--- config.mk ---
export PLATFORM = sky130hd
export DESIGN_NAME = alu_seq
export DESIGN_NICKNAME = d
export VERILOG_FILES = /design/src/rtl/alu_seq.sv
export SDC_FILE = /design/constraint.sdc
export NUM_CORES = 1
export LEC_CHECK = 0
export ABC_CLOCK_PERIOD_IN_PS = 4900
export CELL_PAD_IN_SITES_DETAIL_PLACEMENT = 1
export CELL_PAD_IN_SITES_GLOBAL_PLACEMENT = 2
export CORE_ASPECT_RATIO = 0.9
export CORE_MARGIN = 3
export CORE_UTILIZATION = 30
export DETAILED_ROUTE_END_ITERATION = 8
export PLACE_DENSITY = 0.69
export SKIP_CTS_REPAIR_TIMING = 1
export SYNTH_ARGS = -nofsm -noshare
export SYNTH_HDL_FRONTEND = slang
export SYNTH_SLANG_ARGS = --single-unit
--- constraint.sdc ---
create_clock -name clk -period 4.9 [get_ports clk]
set_clock_uncertainty 0.15 [all_clocks]
set_input_delay 0.98 -clock clk [delete_from_list [all_inputs] [get_ports clk]]
set_output_delay 0.98 -clock clk [all_outputs]
set_load 0.02 [all_outputs]
--- src/rtl/alu_seq.sv ---
// Handshaked multi-cycle ALU. Most opcodes finish in one cycle. MUL runs an
// iterative shift-add over WIDTH cycles. The result is held until the consumer takes it.
module alu_seq #(
    parameter int WIDTH  = 16,
    parameter int MUL_EN = 1
) (
    input  logic             clk,
    input  logic             rst_n,
    input  logic             in_valid,
    output logic             in_ready,
    input  logic [WIDTH-1:0] data1,
    input  logic [WIDTH-1:0] data2,
    input  logic [3:0]       ALUcontrol,
    output logic             out_valid,
    input  logic             out_ready,
    output logic [WIDTH-1:0] ALUresult,
    output logic             zero,
    output logic             carry,
    output logic             overflow
);

    localparam int SHW = $clog2(WIDTH);
    localparam int CW  = SHW + 1;

    localparam logic [3:0] OP_ADD = 4'd0;
    localparam logic [3:0] OP_SUB = 4'd1;
    localparam logic [3:0] OP_EQ  = 4'd2;
    localparam logic [3:0] OP_AND = 4'd3;
    localparam logic [3:0] OP_OR  = 4'd4;
    localparam logic [3:0] OP_XOR = 4'd5;
    localparam logic [3:0] OP_SLL = 4'd6;
    localparam logic [3:0] OP_SRL = 4'd7;
    localparam logic [3:0] OP_SRA = 4'd8;
    localparam logic [3:0] OP_MUL = 4'd9;

    typedef enum logic [1:0] {
        S_IDLE,
        S_MUL,
        S_DONE
    } state_t;

    state_t r_state;
    state_t w_next;

    logic [CW-1:0]        r_count;
    logic [2*WIDTH-1:0]   r_acc;
    logic [2*WIDTH-1:0]   r_mcand;
    logic [WIDTH-1:0]     r_mplier;
    logic [WIDTH-1:0]     r_result;
    logic                 r_zero;
    logic                 r_carry;
    logic                 r_overflow;

    logic                 w_accept;
    logic                 w_isMul;
    logic                 w_mulLast;
    logic [2*WIDTH-1:0]   w_accStep;
    logic [WIDTH:0]       w_sum;
    logic [WIDTH:0]       w_diff;
    logic [SHW-1:0]       w_amt;
    logic [WIDTH-1:0]     w_res;
    logic                 w_zero;
    logic                 w_carry;
    logic                 w_overflow;
    logic                 w_defined;

    assign w_accept  = in_valid && (r_state == S_IDLE);
    assign w_isMul   = (MUL_EN != 0) && (ALUcontrol == OP_MUL);
    assign w_mulLast = (r_count == CW'(WIDTH - 1));
    assign w_accStep = r_mplier[0] ? (r_acc + r_mcand) : r_acc;

    assign w_sum  = {1'b0, data1} + {1'b0, data2};
    assign w_diff = {1'b0, data1} - {1'b0, data2};
    assign w_amt  = data2[SHW-1:0];

    // Single-cycle datapath, evaluated directly on the inputs so the result can be registered at the accept edge
    always_comb begin
        w_res      = '0;
        w_carry    = 1'b0;
        w_overflow = 1'b0;
        w_zero     = 1'b0;
        w_defined  = 1'b1;
        case (ALUcontrol)
            OP_ADD: begin
                w_res      = w_sum[WIDTH-1:0];
                w_carry    = w_sum[WIDTH];
                w_overflow = (data1[WIDTH-1] == data2[WIDTH-1]) &&
                             (w_sum[WIDTH-1] != data1[WIDTH-1]);
            end
            OP_SUB: begin
                w_res      = w_diff[WIDTH-1:0];
                w_carry    = w_diff[WIDTH];
                w_overflow = (data1[WIDTH-1] != data2[WIDTH-1]) &&
                             (w_diff[WIDTH-1] != data1[WIDTH-1]);
            end
            OP_AND: w_res = data1 & data2;
            OP_OR:  w_res = data1 | data2;
            OP_XOR: w_res = data1 ^ data2;
            OP_SLL: w_res = data1 << w_amt;
            OP_SRL: w_res = data1 >> w_amt;
            OP_SRA: w_res = WIDTH'($signed(data1) >>> w_amt);
            default: w_defined = 1'b0;
        endcase
        if (ALUcontrol == OP_EQ) begin
            w_zero = (data1 == data2);
        end else if (w_defined) begin
            w_zero = (w_res == '0);
        end
    end

    always_ff @(posedge clk or negedge rst_n) begin
        if (!rst_n) begin
            r_state <= S_IDLE;
        end else begin
            r_state <= w_next;
        end
    end

    always_comb begin
        w_next    = r_state;
        in_ready  = 1'b0;
        out_valid = 1'b0;
        case (r_state)
            S_IDLE: begin
                in_ready = 1'b1;
                if (w_accept) begin
                    w_next = w_isMul ? S_MUL : S_DONE;
                end
            end
            S_MUL: begin
                if (w_mulLast) begin
                    w_next = S_DONE;
                end
            end
            S_DONE: begin
                out_valid = 1'b1;
                if (out_ready) begin
                    w_next = S_IDLE;
                end
            end
            default: w_next = S_IDLE;
        endcase
    end

    // Result registers only change at accept or at the final multiply step, so they stay frozen in DONE
    always_ff @(posedge clk or negedge rst_n) begin
        if (!rst_n) begin
            r_count    <= '0;
            r_acc      <= '0;
            r_mcand    <= '0;
            r_mplier   <= '0;
            r_result   <= '0;
            r_zero     <= 1'b0;
            r_carry    <= 1'b0;
            r_overflow <= 1'b0;
        end else begin
            case (r_state)
                S_IDLE: begin
                    if (w_accept) begin
                        r_count  <= '0;
                        r_acc    <= '0;
                        r_mcand  <= {{WIDTH{1'b0}}, data1};
                        r_mplier <= data2;
                        if (!w_isMul) begin
                            r_result   <= w_res;
                            r_zero     <= w_zero;
                            r_carry    <= w_carry;
                            r_overflow <= w_overflow;
                        end
                    end
                end
                S_MUL: begin
                    r_acc    <= w_accStep;
                    r_mcand  <= r_mcand << 1;
                    r_mplier <= r_mplier >> 1;
                    r_count  <= r_count + CW'(1);
                    if (w_mulLast) begin
                        r_result   <= w_accStep[WIDTH-1:0];
                        r_zero     <= (w_accStep[WIDTH-1:0] == '0);
                        r_carry    <= |w_accStep[2*WIDTH-1:WIDTH];
                        r_overflow <= 1'b0;
                    end
                end
                default: ;
            endcase
        end
    end

    assign ALUresult = r_result;
    assign zero      = r_zero;
    assign carry     = r_carry;
    assign overflow  = r_overflow;

endmodule
Word-level counts from Yosys, hierarchy flattened
Cells that the tools add are included.

operators by class
  $add $sub $neg = 4
  equal/unequal tests = 21
  shifts and indexed selects = 3
  mux-type cells = 38
  bitwise logic cells = 3
  reduce and logical (&&, ||, !) cells = 13

operators by type and width
  operator              number
  $pmux W16 S8          1
  $pmux W32 S2          2
  $mux W32              3
  $mux W16              4
  $pmux W16 S2          2
  $add A32 B32 Y32      1
  $logic_not A16 Y1     2
  $add A16 B16 Y17      1
  $sub A16 B16 Y17      1
  $and A16 B16 Y16      1
  $eq A16 B16 Y1        1
  $eq A4 B3 Y1 const B  4
  $or A16 B16 Y16       1
  $reduce_or A16 Y1     1
  $shl A16 B4 Y16       1
  $shr A16 B4 Y16       1
  $sshr A16 B4 Y16      1
  $xor A16 B16 Y16      1
  $mux W1               14
  $pmux W1 S2           5
  $pmux W5 S2           1
  $eq A4 B2 Y1 const B  2
  $eq A4 B4 Y1 const B  2
  $mux W2               4
  18 further kinds      25

word-level totals
  flip-flop bits (word level) = 106
  input port bits = 40
  output and inout bits = 21
  word-level logic and storage cells = 91

Logic depth before layout (Yosys ltp)
  depth after elaboration = 8
  mapped depth = 15
  depth with buffers taken out = 14

Worst setup path before layout
Ideal clock, no wire load.

  kind = input port to flip-flop
  from = in data2[2]
  to = reg r_zero (netlist: zero)
  setup time = 92 ps
  arrival = 4176 ps
  required time = 4658 ps
  setup slack = 482 ps
  cell stages on the path = 13
  buffers on the path = 3
  path through = clkbuf_1 clkinv_1 buf_1 ha_1 buf_4 or4_4 a311o_1 and2_4 o311a_1 a221o_1 a21oi_2 nand4_1 o31ai_2

on the way
  cells in the longest elaborated chain, start to end = 8
  elaborated cells on any way between the ends = 16
  those cells by class = add/sub: 2; eq/ne: 1; shift: 3; mux: 6; bitwise: 3; reduce/logical: 1

ends and longest elaborated chain
  item                                      line  text
  start: declaration                        12    input logic [WIDTH-1:0] data2,
  $sub A16 B16 Y17 (tied with other cells)  73    assign w_diff = {1'b0, data1} - {1'b0, data2};
  $pmux W16 S8                              83    case (ALUcontrol)
  $logic_not A16 Y1                         107   w_zero = (w_res == '0);
  $mux W1                                   106   end else if (w_defined) begin
  $mux W1 *                                 104   if (ALUcontrol == OP_EQ) begin
  $mux W1 *                                 164   if (!w_isMul) begin
  $mux W1 *                                 159   if (w_accept) begin
  $pmux W1 S2 *                             157   case (r_state)
  end signal: assignment                    166   r_zero <= w_zero;
  end signal: assignment                    179   r_zero <= (w_accStep[WIDTH-1:0] == '0);
  end: declaration                          50    logic r_zero;

Mark *: on every way between the ends. The rest lies on a longest branch, timed or not. The select of a mux whose other input is x is not followed.
A chain may end at the register's enable or synchronous reset.

Worst setup path in the final report
  from = in data1[2]
  to = reg r_result[12] (netlist: ALUresult[12])

on the way
  cells in the longest elaborated chain, start to end = 5
  elaborated cells on any way between the ends = 9
  those cells by class = add/sub: 2; shift: 3; mux: 4

ends and longest elaborated chain
  item                                      line  text
  start: declaration                        11    input logic [WIDTH-1:0] data1,
  $sub A16 B16 Y17 (tied with other cells)  73
  $pmux W16 S8 *                            83
  $mux W16 *                                164
  $mux W16 *                                159
  $pmux W16 S2 *                            157
  end signal: assignment                    165   r_result <= w_res;
  end signal: assignment                    178   r_result <= w_accStep[WIDTH-1:0];
  end: declaration                          49    logic [WIDTH-1:0] r_result;

Marked as above.

==> results.md <==
* Worst Path Arrival at 4.67 ns
* Final Max Slew Viols at 0
* Setup TNS at 0 ns
* CTS tree: done
* Via count at 10.71k
* Top-count cell post-synth: nand2_1
* Max VDD drop at 0.1477 mV
* Slowest CP cell: clkdlybuf4s50_1
* Wirelength, routed at 45.47 mm
* Cell Count, Final, Fillers Out at 1822
* First drt pass iteration count at 5
* Number of flops mapped to enable cells by yosys at 0
* Area after DPL at 0.01204 mm^2
* FFs w/ async S/R, synth at 1.000
* Crit-path max cell delay at 0.58 ns
* Share of the synthesized area in the top cell type at 0.2481
* Placement Setup Slack at 0.08156 ns
* Die Y at 185.1 um
* Worst slew pin tran at 1.143 ns
* Yosys warnings at 0
* RD Place Congestion at 0.9400
* Max Fclk at 0.2187 GHz
* Worst EP required at 5.00 ns
* Ys flop type: dfrtp_1
* Fin crit share at 0.9333
* Most frequent cells after synthesis: nand2_1 (119), o21ai_0 (115), dfrtp_1 (106)
* H-Tree Depth at 3
* Yosys top cell by area: dfrtp_1
* DR WL/cell at 24.96 um
* Vias in the first global route at 10.77k
* DP Cell Count at 1807
* Initial antenna violation count at 2
* Mapped Cells at 1316
* Initial Utilization at 0.3091
* ANT cells at 0
* Final Util at 0.3565
* Fin area at 0.01233 mm^2
* Startpoint types: primary input
* Pleak at 5.381 nW
* Worst-path cell chain: clkdlybuf4s50_1 -> inv_1 -> ha_1 -> nor2b_1 -> o31a_1 -> nor4_1 -> o31ai_1 -> a31o_2 -> a221o_1 -> o21ai_0 -> o2111ai_1 -> a21oi_1 -> a21oi_1
* Full die area at 0.03795 mm^2
* PortBufs at 60
* Status: complete, no violations
* Die X at 205.0 um
* FP Rows at 64
* Post-route total power at 3.134 mW
* Worst-path clk slew at 0.07 ns
* Vias per cell at 5.879
* Most used cell, CP: a21oi_1
* First-pass GRT wire length at 69.54 mm
* Crit-path max FO at 6
* Largest net degree at the start of global routing at 56
* CP Buf/Inv Count at 2
* Synthesized area per cell at 8.125 um^2
* Tmin final at 4.573 ns
* DRC at 0
* RSZ-0062 raised after global routing: no
* Clk sinks at 106
* Relative slew slack at 0.2301
* Syn nets at 1444
* Share of cells above drive strength 1 at 0.1022
* Setup WS post-layout at 0.3267 ns
* Clk_lat worst skew at 0.38 ns
* CORE AREA at 0.03459 mm^2
* Synth top area cells: dfrtp_1 (25%), ha_1 (9.9%), o21ai_0 (5.4%)
* Nets@finish at 1484
* Antenna-violating nets left at 0
* GRT Residual Overflow at 0
* Max Cap Viol at 0
* Hold_ws at 0.3193 ns
* Final hold vios at 0
* Synth unique cells at 89
* CP endpoint kind: flop
* Sequential area share after synthesis at 0.2481
* Power Dens Cells at 254.1 mW/mm^2
* # setup viols final at 0
* Area grow syn2layout at 15.33%
* Seq cells post-synth at 106
* Crit Path Class: in2reg
* 1st-iter DRT viols at 846
* Top delay family on crit path: compound AO/OA/AOI/OAI gates
* IO Pins at 61
* Maximum root-to-sink buffer count at 2
* HP Class: reg2reg
* Num CTS Buffers at 9
* Post-synthesis cell area at 0.01069 mm^2
* Total Routing Usage GR at 0.2394
* Hpwl dp at 35.62 mm
* Clock root buffer: clkbuf_16
## cell families (layout without fill, tap and decap cells)
logic type | after synthesis | after routing | share of synthesized area
compound gates | 485 | 485 | 0.3054
xor+xnor | 33 | 33 | 0.02703
fa+ha+maj | 88 | 88 | 0.1051
buf+inv | 158 | 202 | 0.06026
flops | 106 | 106 | 0.2481
mux | 62 | 62 | 0.07934
simple gates | 384 | 384 | 0.1748
## layout by cell type, fill, tap and decap left out, drive strengths merged, types with 31 or more instances in the layout
master	instances
a21o	31
a21oi	96
a22oi	38
buf	73
clkdlybuf4s50	58
dfrtp	106
ha	85
inv	52
mux2i	33
nand2	119
nor2	105
o21ai	123
## state kept, by name (all words and copies together) (netlist names)
signal / count
ALUresult: 16
carry: 1
overflow: 1
r_acc: 32
r_count: 5
r_mcand: 32
r_mplier: 16
r_state: 2
zero: 1
## report_power, final
| group | switching [mW] | internal (mW) |
|---|---|---|
| clock | 0.375 | 0.387 |
| combinational | 0.776 | 0.479 |
| sequential | 0.125 | 0.991 |
## final timing paths
check	start	endpoint	slack, ns	cells past startpoint
setup / recovery	data1[2]	ALUresult[12]$_DFFE_PN0P_	0.33	13
hold / removal	ALUresult[5]$_DFFE_PN0P_	ALUresult[5]$_DFFE_PN0P_	0.32	2
setup reg to reg	r_mcand[0]$_DFFE_PN0P_	carry$_DFFE_PN0P_	0.85	12
hold reg to reg	ALUresult[5]$_DFFE_PN0P_	ALUresult[5]$_DFFE_PN0P_	0.32	2
max in group asynchronous	rst_n	r_mplier[0]$_DFFE_PN0P_	3.31	2
min in group asynchronous	rst_n	r_acc[20]$_DFFE_PN0P_	0.51	1
## final cells by class
cell class | instances | area [um^2]
clock inverter | 3 | 22.52
tap | 462 | 578.1
inverter | 56 | 210.2
timing repair buffer | 131 | 1176
multi-input combinational | 1052 | 7425
fill | 4142 | 22260
clock buffer | 12 | 266.5
sequential | 106 | 2654
## worst min-delay path: cells and delay by family (launching register included)
| family | cells | cell delay (ns) |
|---|---|---|
| and+or+nand+nor | 2 | 0.10 |
| DFF | 1 | 0.34 |
## routing by layer
metal	vias up	GRT usage	part of all wire	wire length, um
met5	-	0	0.00029	13
met2	298	0.3486	0.42	19130
met3	33	0.04270	0.054	2455
met4	2	0.04728	0.016	742
li1	4994	-	-	-
met1	5384	0.3682	0.51	23140
(Power assumes the default switching activity.)
